**config.mk**
```make
export PLATFORM = sky130hd
export DESIGN_NAME = noc_run_ctrl
export DESIGN_NICKNAME = d
export VERILOG_FILES = /design/src/rtl/noc_run_ctrl.sv
export SDC_FILE = /design/constraint.sdc
export NUM_CORES = 1
export LEC_CHECK = 0
export BUFFER_PORTS_ARGS = -buffer_cell sky130_fd_sc_hd__buf_2
export CAP_MARGIN = 20
export CORE_AREA = 2 2 378 380
export DETAILED_ROUTE_END_ITERATION = 10
export DIE_AREA = 0 0 380 382
export PLACE_DENSITY = 0.43
export SLEW_MARGIN = 20
export SYNTH_ARGS = -nofsm -noshare
export SYNTH_HDL_FRONTEND = slang
export SYNTH_SLANG_ARGS = --single-unit
```
**constraint.sdc**
```tcl
create_clock -name clk -period 10.4 [get_ports clk]
set_input_delay 0.52 -clock clk [delete_from_list [all_inputs] [get_ports clk]]
set_output_delay 0.52 -clock clk [all_outputs]
set_load 0.005 [all_outputs]
```
**src/rtl/noc_run_ctrl.sv**
```systemverilog
// noc_run_ctrl: per-node traffic configuration holder and run sequencer for
// the 3x3 mesh; flushes, enables, detects completion, then folds latency stats.
module noc_run_ctrl #(
    parameter int          NODES     = 9,
    parameter int          FLUSH_CYC = 2,
    parameter logic [23:0] TIMEOUT   = 24'hFFFFFF
) (
    input  logic                  clk,
    input  logic                  rst,
    input  logic                  cfg_we,
    input  logic [3:0]            cfg_node,
    input  logic [3:0]            cfg_send_num,
    input  logic [3:0]            cfg_recv_num,
    input  logic [3:0]            cfg_rate,
    input  logic [3:0]            cfg_mode,
    input  logic [35:0]           cfg_dst_seq,
    input  logic                  start,
    input  logic                  abort,
    input  logic [NODES-1:0]      send_finish,
    input  logic [NODES-1:0]      recv_finish,
    input  logic [10*NODES-1:0]   lat_max_bus,
    input  logic [28*NODES-1:0]   lat_sum_bus,
    output logic [4*NODES-1:0]    send_num_bus,
    output logic [4*NODES-1:0]    recv_num_bus,
    output logic [4*NODES-1:0]    rate_bus,
    output logic [4*NODES-1:0]    mode_bus,
    output logic [36*NODES-1:0]   dst_seq_bus,
    output logic                  noc_enable,
    output logic                  noc_flush,
    output logic                  busy,
    output logic                  done,
    output logic                  timed_out,
    output logic [23:0]           run_cycles,
    output logic [9:0]            agg_lat_max,
    output logic [31:0]           agg_lat_sum
);

    typedef enum logic [2:0] {
        S_IDLE,
        S_FLUSH,
        S_RUN,
        S_COLLECT,
        S_DONE
    } state_t;

    localparam logic [3:0]  FLUSH_LAST = 4'(FLUSH_CYC - 1);
    localparam logic [3:0]  NODE_LAST  = 4'(NODES - 1);
    localparam logic [23:0] RUN_LAST   = TIMEOUT - 24'd1;

    state_t                 state_q;
    logic [NODES-1:0][3:0]  send_q;
    logic [NODES-1:0][3:0]  recv_q;
    logic [NODES-1:0][3:0]  rate_q;
    logic [NODES-1:0][3:0]  mode_q;
    logic [NODES-1:0][35:0] dst_q;
    logic [NODES-1:0][9:0]  lat_max_v;
    logic [NODES-1:0][27:0] lat_sum_v;

    logic [3:0]  fl_cnt_q;
    logic [3:0]  idx_q;
    logic        flush_q;
    logic        enable_q;
    logic        busy_q;
    logic        done_q;
    logic        timed_out_q;
    logic [23:0] run_cycles_q;
    logic [23:0] run_cycles_d;
    logic [9:0]  agg_max_q;
    logic [9:0]  node_max;
    logic [31:0] agg_sum_q;
    logic [31:0] agg_sum_d;
    logic        cfg_open;
    logic        all_fin;
    logic        hit_limit;

    assign lat_max_v = lat_max_bus;
    assign lat_sum_v = lat_sum_bus;

    assign cfg_open = (state_q == S_IDLE) || (state_q == S_DONE);
    assign hit_limit = (run_cycles_q == RUN_LAST);
    assign run_cycles_d = run_cycles_q + 24'd1;
    assign node_max = lat_max_v[idx_q];
    assign agg_sum_d = agg_sum_q + {4'd0, lat_sum_v[idx_q]};

    // Per-node configuration; writes only land between runs.
    always_ff @(posedge clk) begin
        if (rst) begin
            send_q <= '0;
            recv_q <= '0;
            rate_q <= '0;
            mode_q <= '0;
            dst_q  <= '0;
        end else if (cfg_we && cfg_open && (cfg_node <= NODE_LAST)) begin
            send_q[cfg_node] <= cfg_send_num;
            recv_q[cfg_node] <= cfg_recv_num;
            rate_q[cfg_node] <= cfg_rate;
            mode_q[cfg_node] <= cfg_mode;
            dst_q[cfg_node]  <= cfg_dst_seq;
        end
    end

    // A node counts as finished when it has nothing to do or raised its flag.
    always_comb begin
        all_fin = 1'b1;
        for (int i = 0; i < NODES; i++) begin
            if (!((send_q[i] == 4'd0) || send_finish[i]))
                all_fin = 1'b0;
            if (!((recv_q[i] == 4'd0) || recv_finish[i]))
                all_fin = 1'b0;
        end
    end

    // Run sequencer: flush, enable, completion/timeout, stat collection.
    always_ff @(posedge clk) begin
        if (rst) begin
            state_q      <= S_IDLE;
            fl_cnt_q     <= '0;
            idx_q        <= '0;
            flush_q      <= 1'b0;
            enable_q     <= 1'b0;
            busy_q       <= 1'b0;
            done_q       <= 1'b0;
            timed_out_q  <= 1'b0;
            run_cycles_q <= '0;
            agg_max_q    <= '0;
            agg_sum_q    <= '0;
        end else if (abort) begin
            state_q  <= S_IDLE;
            flush_q  <= 1'b0;
            enable_q <= 1'b0;
            busy_q   <= 1'b0;
            done_q   <= 1'b0;
        end else begin
            unique case (state_q)
                S_IDLE, S_DONE: begin
                    if (start) begin
                        state_q      <= S_FLUSH;
                        fl_cnt_q     <= '0;
                        flush_q      <= 1'b1;
                        busy_q       <= 1'b1;
                        done_q       <= 1'b0;
                        timed_out_q  <= 1'b0;
                        run_cycles_q <= '0;
                        agg_max_q    <= '0;
                        agg_sum_q    <= '0;
                    end
                end
                S_FLUSH: begin
                    if (fl_cnt_q == FLUSH_LAST) begin
                        state_q  <= S_RUN;
                        flush_q  <= 1'b0;
                        enable_q <= 1'b1;
                    end else begin
                        fl_cnt_q <= fl_cnt_q + 4'd1;
                    end
                end
                S_RUN: begin
                    run_cycles_q <= run_cycles_d;
                    if (all_fin || hit_limit) begin
                        state_q     <= S_COLLECT;
                        enable_q    <= 1'b0;
                        idx_q       <= '0;
                        timed_out_q <= hit_limit;
                    end
                end
                S_COLLECT: begin
                    agg_sum_q <= agg_sum_d;
                    if (node_max > agg_max_q)
                        agg_max_q <= node_max;
                    if (idx_q == NODE_LAST) begin
                        state_q <= S_DONE;
                        busy_q  <= 1'b0;
                        done_q  <= 1'b1;
                    end else begin
                        idx_q <= idx_q + 4'd1;
                    end
                end
                default: begin
                    state_q <= S_IDLE;
                end
            endcase
        end
    end

    assign send_num_bus = send_q;
    assign recv_num_bus = recv_q;
    assign rate_bus     = rate_q;
    assign mode_bus     = mode_q;
    assign dst_seq_bus  = dst_q;
    assign noc_enable   = enable_q;
    assign noc_flush    = flush_q;
    assign busy         = busy_q;
    assign done         = done_q;
    assign timed_out    = timed_out_q;
    assign run_cycles   = run_cycles_q;
    assign agg_lat_max  = agg_max_q;
    assign agg_lat_sum  = agg_sum_q;

endmodule

```
==> results of run 1 <==
-- cell usage in the layout (no fill, tap or decap), drive strengths merged, types with 10 or more instances in the layout --
cell type / count
o22ai: 10
a21oi: 523
xor2: 13
xnor2: 21
or3: 16
a22oi: 13
nor2: 69
mux2i: 42
dfxtp: 550
clkbuf: 98
o21ai: 85
buf: 996
nor4: 23
nand2: 1037
inv: 38
clkinv: 15
ha: 44
nand3: 36
nand4: 13
nor3: 19
mux4: 76
-- registers in the layout, indices dropped and copies added (netlist names), 3 cells and up --
name,flops
agg_lat_max,10
agg_lat_sum,32
dst_seq_bus,324
fl_cnt_q,4
idx_q,4
mode_bus,36
rate_bus,36
recv_num_bus,36
run_cycles,24
send_num_bus,36
state_q,3
-- per-stage QoR --
step | power (mW) | worst slack (ns)
finish | 4.90 | 5.18
global route | 5.07 | 4.66
CTS | 4.97 | 5.11
detailed placement | 2.60 | 5.14
global placement | 2.60 | 5.16
floorplan | 2.37 | 6.31
-- routing by layer --
layer / vias up / wire [um] / part of all wire [%] / track usage, %
met5: - / 75 / 0.056 / 0
met4: 12 / 3180 / 2.4 / 4.58
met3: 165 / 10400 / 7.8 / 4.61
met2: 1005 / 60600 / 45 / 28.2
met1: 12200 / 59600 / 45 / 23.7
li1: 11700 / - / - / -
-- worst reg2reg max path, stage by stage, from the launching register on --
cell and delay, ns:
dfxtp_4 0.89, buf_4 0.75, mux4_2 0.66, mux2i_1 0.14, o21ai_0 0.09, ha_1 0.24
fa_1 0.43, a211oi_1 0.24, o21ai_1 0.20, o2111ai_1 0.31, nand2_1 0.16, a31o_2 0.32
a311oi_2 0.28, nor3_1 0.07, a311o_1 0.33
-- cells by family (layout without fill, tap and decap cells) --
group	after synthesis	count (layout)	share of synthesized area (%)
AOI/OAI and AO/OA	693	693	15.5
xor gates and xnor gates	34	34	1.23
adders and majority gates	45	45	2.36
buffers and inverters	297	1149	4.95
DFF	550	550	45.5
muxes	121	121	8.96
other	0	6	0
and+or+nand+nor	1265	1265	21.5
-- where the power goes --
part | internal (mW) | switching (mW) | total, mW
combinational | 0.141 | 0.267 | 0.408
clock | 1.35 | 0.994 | 2.35
sequential | 2.13 | 0.0145 | 2.14
total | 3.62 | 1.28 | 4.90
-- cell type report --
| cell class | count | area, sq um | area share [%] |
|---|---|---|---|
| Multi-Input combinational cell | 2158 | 12100 | 36.8 |
| Sequential cell | 550 | 11000 | 33.5 |
| Timing Repair Buffer | 996 | 5100 | 15.5 |
| Tap cell | 1890 | 2360 | 7.20 |
| Clock buffer | 98 | 1980 | 6.01 |
| Clock inverter | 21 | 181 | 0.552 |
| Inverter | 34 | 128 | 0.388 |
| Antenna cell | 6 | 15.0 | 0.0457 |
-- worst max path at each step --
stage | depth (start not counted) | end | from
2_1_floorplan | 16 | agg_lat_sum[24] | idx_q[0]
3_3_place_gp | 14 | agg_lat_sum[24] | idx_q[0]
3_5_place_dp | 14 | agg_lat_sum[24] | idx_q[0]
4_1_cts | 14 | agg_lat_sum[24] | idx_q[0]
5_1_grt | 14 | agg_lat_sum[24] | idx_q[0]
6_report | 14 | agg_lat_sum[24] | idx_q[0]
==> out/qor.yml, run 1 <==
setup_path:
  endpoint_kind: "flop"
  cpPeakStageDelay_ns: 0.89
  startpoint_type: "flop"
  reg2reg_depth: 14
  crit_path_top_delay_cell: "dfxtp_4"
  cp_max_fo: 43
  cp.buffers_inverters: 1
  path_cells: "buf_4 -> mux4_2 -> mux2i_1 -> o21ai_0 -> ha_1 -> fa_1 -> a211oi_1 -> o21ai_1 -> o2111ai_1 -> nand2_1 -> a31o_2 -> a311oi_2 -> nor3_1 -> a311o_1"
  r2r_start: "idx_q[0]"
  worstSetupPathType: "reg -> reg"
  ff2ff_setup_slack_ns: 5.18
  cp_data_arrival_time_ns: 5.74
  reg2reg_to: "agg_lat_sum[24]"
  crit_family: "compound AO/OA/AOI/OAI gates"
  worstPathRequired_ns: 10.92
place:
  dpl-instance-area_sq_um: 30700
  dp_hpwl_mm: 101
  numPlacedInstances: 5628
  place.gp.congestion: 0.969
  portBuffers: 959
cts:
  hold_buffers: 0
  path_clk_slew_ns: 0.06
  clock_path_buffers: 3
  cts_tree: "built"
  cts_post_setup_buffers_inserted: 0
  clock-sinks: 550
  htree_levels: 3
  clock_latency_ns: 0.65
  clock-root-buffer: "clkbuf_16"
  cts_resized: 0
  cts_made_buffers: 68
global_route:
  grt_overflow_total: 0
  antenna_found_initial: 40
  grt_max_degree: 212
  grt_usage_pct: 17.7
  grt_pass1_wl_mm: 186
  grt_pass1_vias: 23700
layout:
  syn_to_final_growth_pct: 35.9
  final_util_pct: 23.3
  fillerInstances: 15800
  finish.instance_area_sq_um: 32900
  drive_above_1_share_pct: 31.7
  nNetsFinal: 4274
  fin_cells: 5753
die:
  die_w_um: 380
  ios: 960
  dieArea_sq_um: 145000
  initial_core_util_pct: 17.2
  fp-row-count: 138
  fp.dieH_um: 382
  core_sq_um: 141000
yosys:
  yosysUniqueCellTypes: 78
  ys_ff_latch: 550
  synth_area_sq_um: 24200
  async_reset_ff_share_pct: 0
  synthTopCellsByArea: "dfxtp_1, nand2_1, a21oi_1"
  yosys_most_used_dff: "dfxtp_1"
  synth_most_common_cell: "nand2_1"
  syn_area_per_cell_sq_um: 8.05
  synth_edf_count: 0
  synthTopCellsByCount: "nand2_1, dfxtp_1, a21oi_1"
  ys.warnings.count: 0
  synth_top_area_cell: "dfxtp_1"
  syn_nets: 3471
  netlist_instances: 3005
  seq_area_frac_synth_pct: 45.5
  netlist.area_leader.share_pct: 45.5
sta:
  setup_viol: 0
  holdWs_ns: 0.229
  tns_ns: 0
  worst_pin_slew_ns: 1.18
  fin_crit_sh_pct: 50.2
  clock_skew_ns: 0.0194
  rsz0062_at_grt: "false"
  finalCriticalPeriod_ns: 5.22
  final-max-slew-violation-count: 0
  max_clock_freq_ghz: 0.192
  slew-limit-headroom_pct: 21.1
  hold_viol: 0
power:
  power_leakage_nw: 13.2
  powerDensity_nw_per_um2: 149
  ir_drop_mv: 0.0935
worst_hold_path:
  holdCritStartpoint: "cfg_dst_seq[32]"
  min_path_type: "in -> reg"
  worstHoldEndpoint: "dst_seq_bus[32]"
  holdPathStages: 3
routing:
  drc_errors: 0
  drtIter0Drc: 2271
  antenna_left: 0
  routed_wl_mm: 134
  num_vias: 25100
  first_pass_iters: 5
  wl_per_cell_um: 23.3
  via_per_inst: 4.36
flow_run:
  max_cap_violations: 0
run_status:
  outcome: "complete, no violations"
Power figures use the tool's default switching activity.
==> inputs of run 2 (changes only) <==
--- a/config.mk
+++ b/config.mk
@@ -7,10 +7,10 @@
 export LEC_CHECK = 0
 export BUFFER_PORTS_ARGS = -buffer_cell sky130_fd_sc_hd__buf_2
 export CAP_MARGIN = 20
-export CORE_AREA = 2 2 378 380
+export CORE_AREA = 2 2 371 373
 export DETAILED_ROUTE_END_ITERATION = 10
-export DIE_AREA = 0 0 380 382
-export PLACE_DENSITY = 0.43
+export DIE_AREA = 0 0 373 375
+export PLACE_DENSITY = 0.44
 export SLEW_MARGIN = 20
 export SYNTH_ARGS = -nofsm -noshare
 export SYNTH_HDL_FRONTEND = slang
==> constraint.sdc (replaced) <==
create_clock -name clk -period 5.2 [get_ports clk]
set_input_delay 0.26 -clock clk [delete_from_list [all_inputs] [get_ports clk]]
set_output_delay 0.26 -clock clk [all_outputs]
set_load 0.005 [all_outputs]
==> out/qor.yml, run 2 (synthesized netlist as in run 1, its figures left out) <==
cts:
  clock_path_buffers: 3
  path_clk_slew_ns: 0.06
  clock-sinks: 550
  clock-root-buffer: "clkbuf_16"
  cts_tree: "built"
  cts_made_buffers: 70
  htree_levels: 3
  cts_post_setup_buffers_inserted: 0
  clock_latency_ns: 0.66
  cts_resized: 0
setup_path:
  cpPeakStageDelay_ns: 0.57
  endpoint_kind: "flop"
  cp-startpoint: "idx_q[0]"
  r2r_start: "idx_q[0]"
  worstSetupPathType: "reg -> reg"
  path_cells: "mux4_2 -> mux2i_1 -> o21ai_0 -> ha_1 -> fa_1 -> a211oi_1 -> o21ai_1 -> o2111ai_1 -> nand2_1 -> a31o_2 -> a311oi_2 -> nor3_1 -> a311o_1"
  startpoint_type: "flop"
  worstPathRequired_ns: 5.74
  cp_data_arrival_time_ns: 4.86
  cp_max_fo: 16
  crit_path_top_delay_cell: "mux4_2"
sta:
  finalCriticalPeriod_ns: 4.32
  rsz0062_at_grt: "false"
  setup_slack_ns: 0.878
  final-max-slew-violation-count: 0
  slew-limit-headroom_pct: 14.0
  setup_viol: 0
  max_clock_freq_ghz: 0.231
  clock_skew_ns: 0.0321
  hold_viol: 0
  worst_pin_slew_ns: 1.29
  fin_crit_sh_pct: 83.1
  tns_ns: 0
worst_hold_path:
  holdCritStartpoint: "cfg_node[2]"
  min_path_type: "in -> reg"
power:
  powerDensity_nw_per_um2: 303
  power_leakage_nw: 13.6
  ir_drop_mv: 0.211
layout:
  final_util_pct: 24.7
  drive_above_1_share_pct: 31.5
  mostFrequentLayoutCells: "nand2_1, buf_2, dfxtp_1"
  final_common_cell: "nand2_1"
  syn_to_final_growth_pct: 39.0
  nNetsFinal: 4335
  largest_reg_flops: 324
global_route:
  grt_pass1_wl_mm: 185
  antenna_found_initial: 20
  grt_pass1_vias: 24100
  grt_max_degree: 215
  grt_usage_pct: 18.3
  grt_overflow_total: 0
die:
  ios: 960
  core_sq_um: 136000
  initial_core_util_pct: 17.7
  die_w_um: 373
  fp-row-count: 136
  dieArea_sq_um: 140000
  fp.dieH_um: 375
place:
  dp_hpwl_mm: 100
  portBuffers: 959
  place.gp.congestion: 1.01
  dp_slack_ns: 0.913
routing:
  via_per_inst: 4.42
  num_vias: 25300
  drtIter0Drc: 2153
  antenna_left: 0
  first_pass_iters: 5
  drc_errors: 0
  wl_per_cell_um: 23.3
  routed_wl_mm: 133
flow_run:
  max_cap_violations: 0
run_status:
  outcome: "complete, no violations"
## run 2: cell count changes in the layout (fill, tap and decap cells not counted), sizes merged
cell         before   now
dlygate4sd3       0    50
buf             996  1005
clkbuf           98   105
clkinv           15    11
diode             6     2
bufinv            1     4
clkinvlp          1     3
## run 2: per-layer routing
metal	track usage [%]	share of wire [%]
met2	27.8	43
met3	5.65	8.9
met4	6.79	3.5
met1	24.2	44
met5	0	0.045
## run 2: path summary, 6_finish.rpt
check	endpoint	slack (ns)	cells after the start
max	agg_lat_sum[24]	0.88	13
min	dst_seq_bus[302]	0.08	4
max reg2reg	agg_lat_sum[24]	0.88	13
min reg2reg	dst_seq_bus[129]	0.45	2
## run 2: cell type report
cell class	count	area (sq um)
fill	15100	103000
multi-input combinational	2158	12100
sequential	550	11000
timing repair buffer	1055	5760
tap	1794	2240
clock buffer	105	2040
clock inverter	22	328
inverter	34	128
antenna	2	5.00
## run 2: timing repair
action | in CTS | in global routing
setup endpoints to repair | 0 | 0
hold buffers | 50 | 0
hold endpoints to repair | 423 | 0
## run 2: where the power goes
group	leakage (nW)	total, mW	switching, mW	internal (mW)
logic	7.96	0.859	0.549	0.310
clock network	1.15	5.04	2.09	2.95
registers	4.44	4.29	0.0300	4.26
## run 2: worst max-delay path, delay by kind of cell, from the launching register on
family                   cells  cell delay [ns]
AO/OA/AOI/OAI                7             1.82
flip-flops                   1             0.53
multiplexers                 2             0.95
adder cells (fa/ha/maj)      2             0.67
AND/OR/NAND/NOR              2             0.24
## run 2: stage by stage
step                area (sq um)  cells  power [mW]  hold WS (ns)
global placement           30700   5540        5.21         0.439
detailed placement         30700   5541        5.21         0.443
global route               33600   5718        10.6        0.0721
CTS                        33600   5718        10.4       0.00355
floorplan                  24200   3005        4.73         0.432
finish                     33600   5720        10.2        0.0849
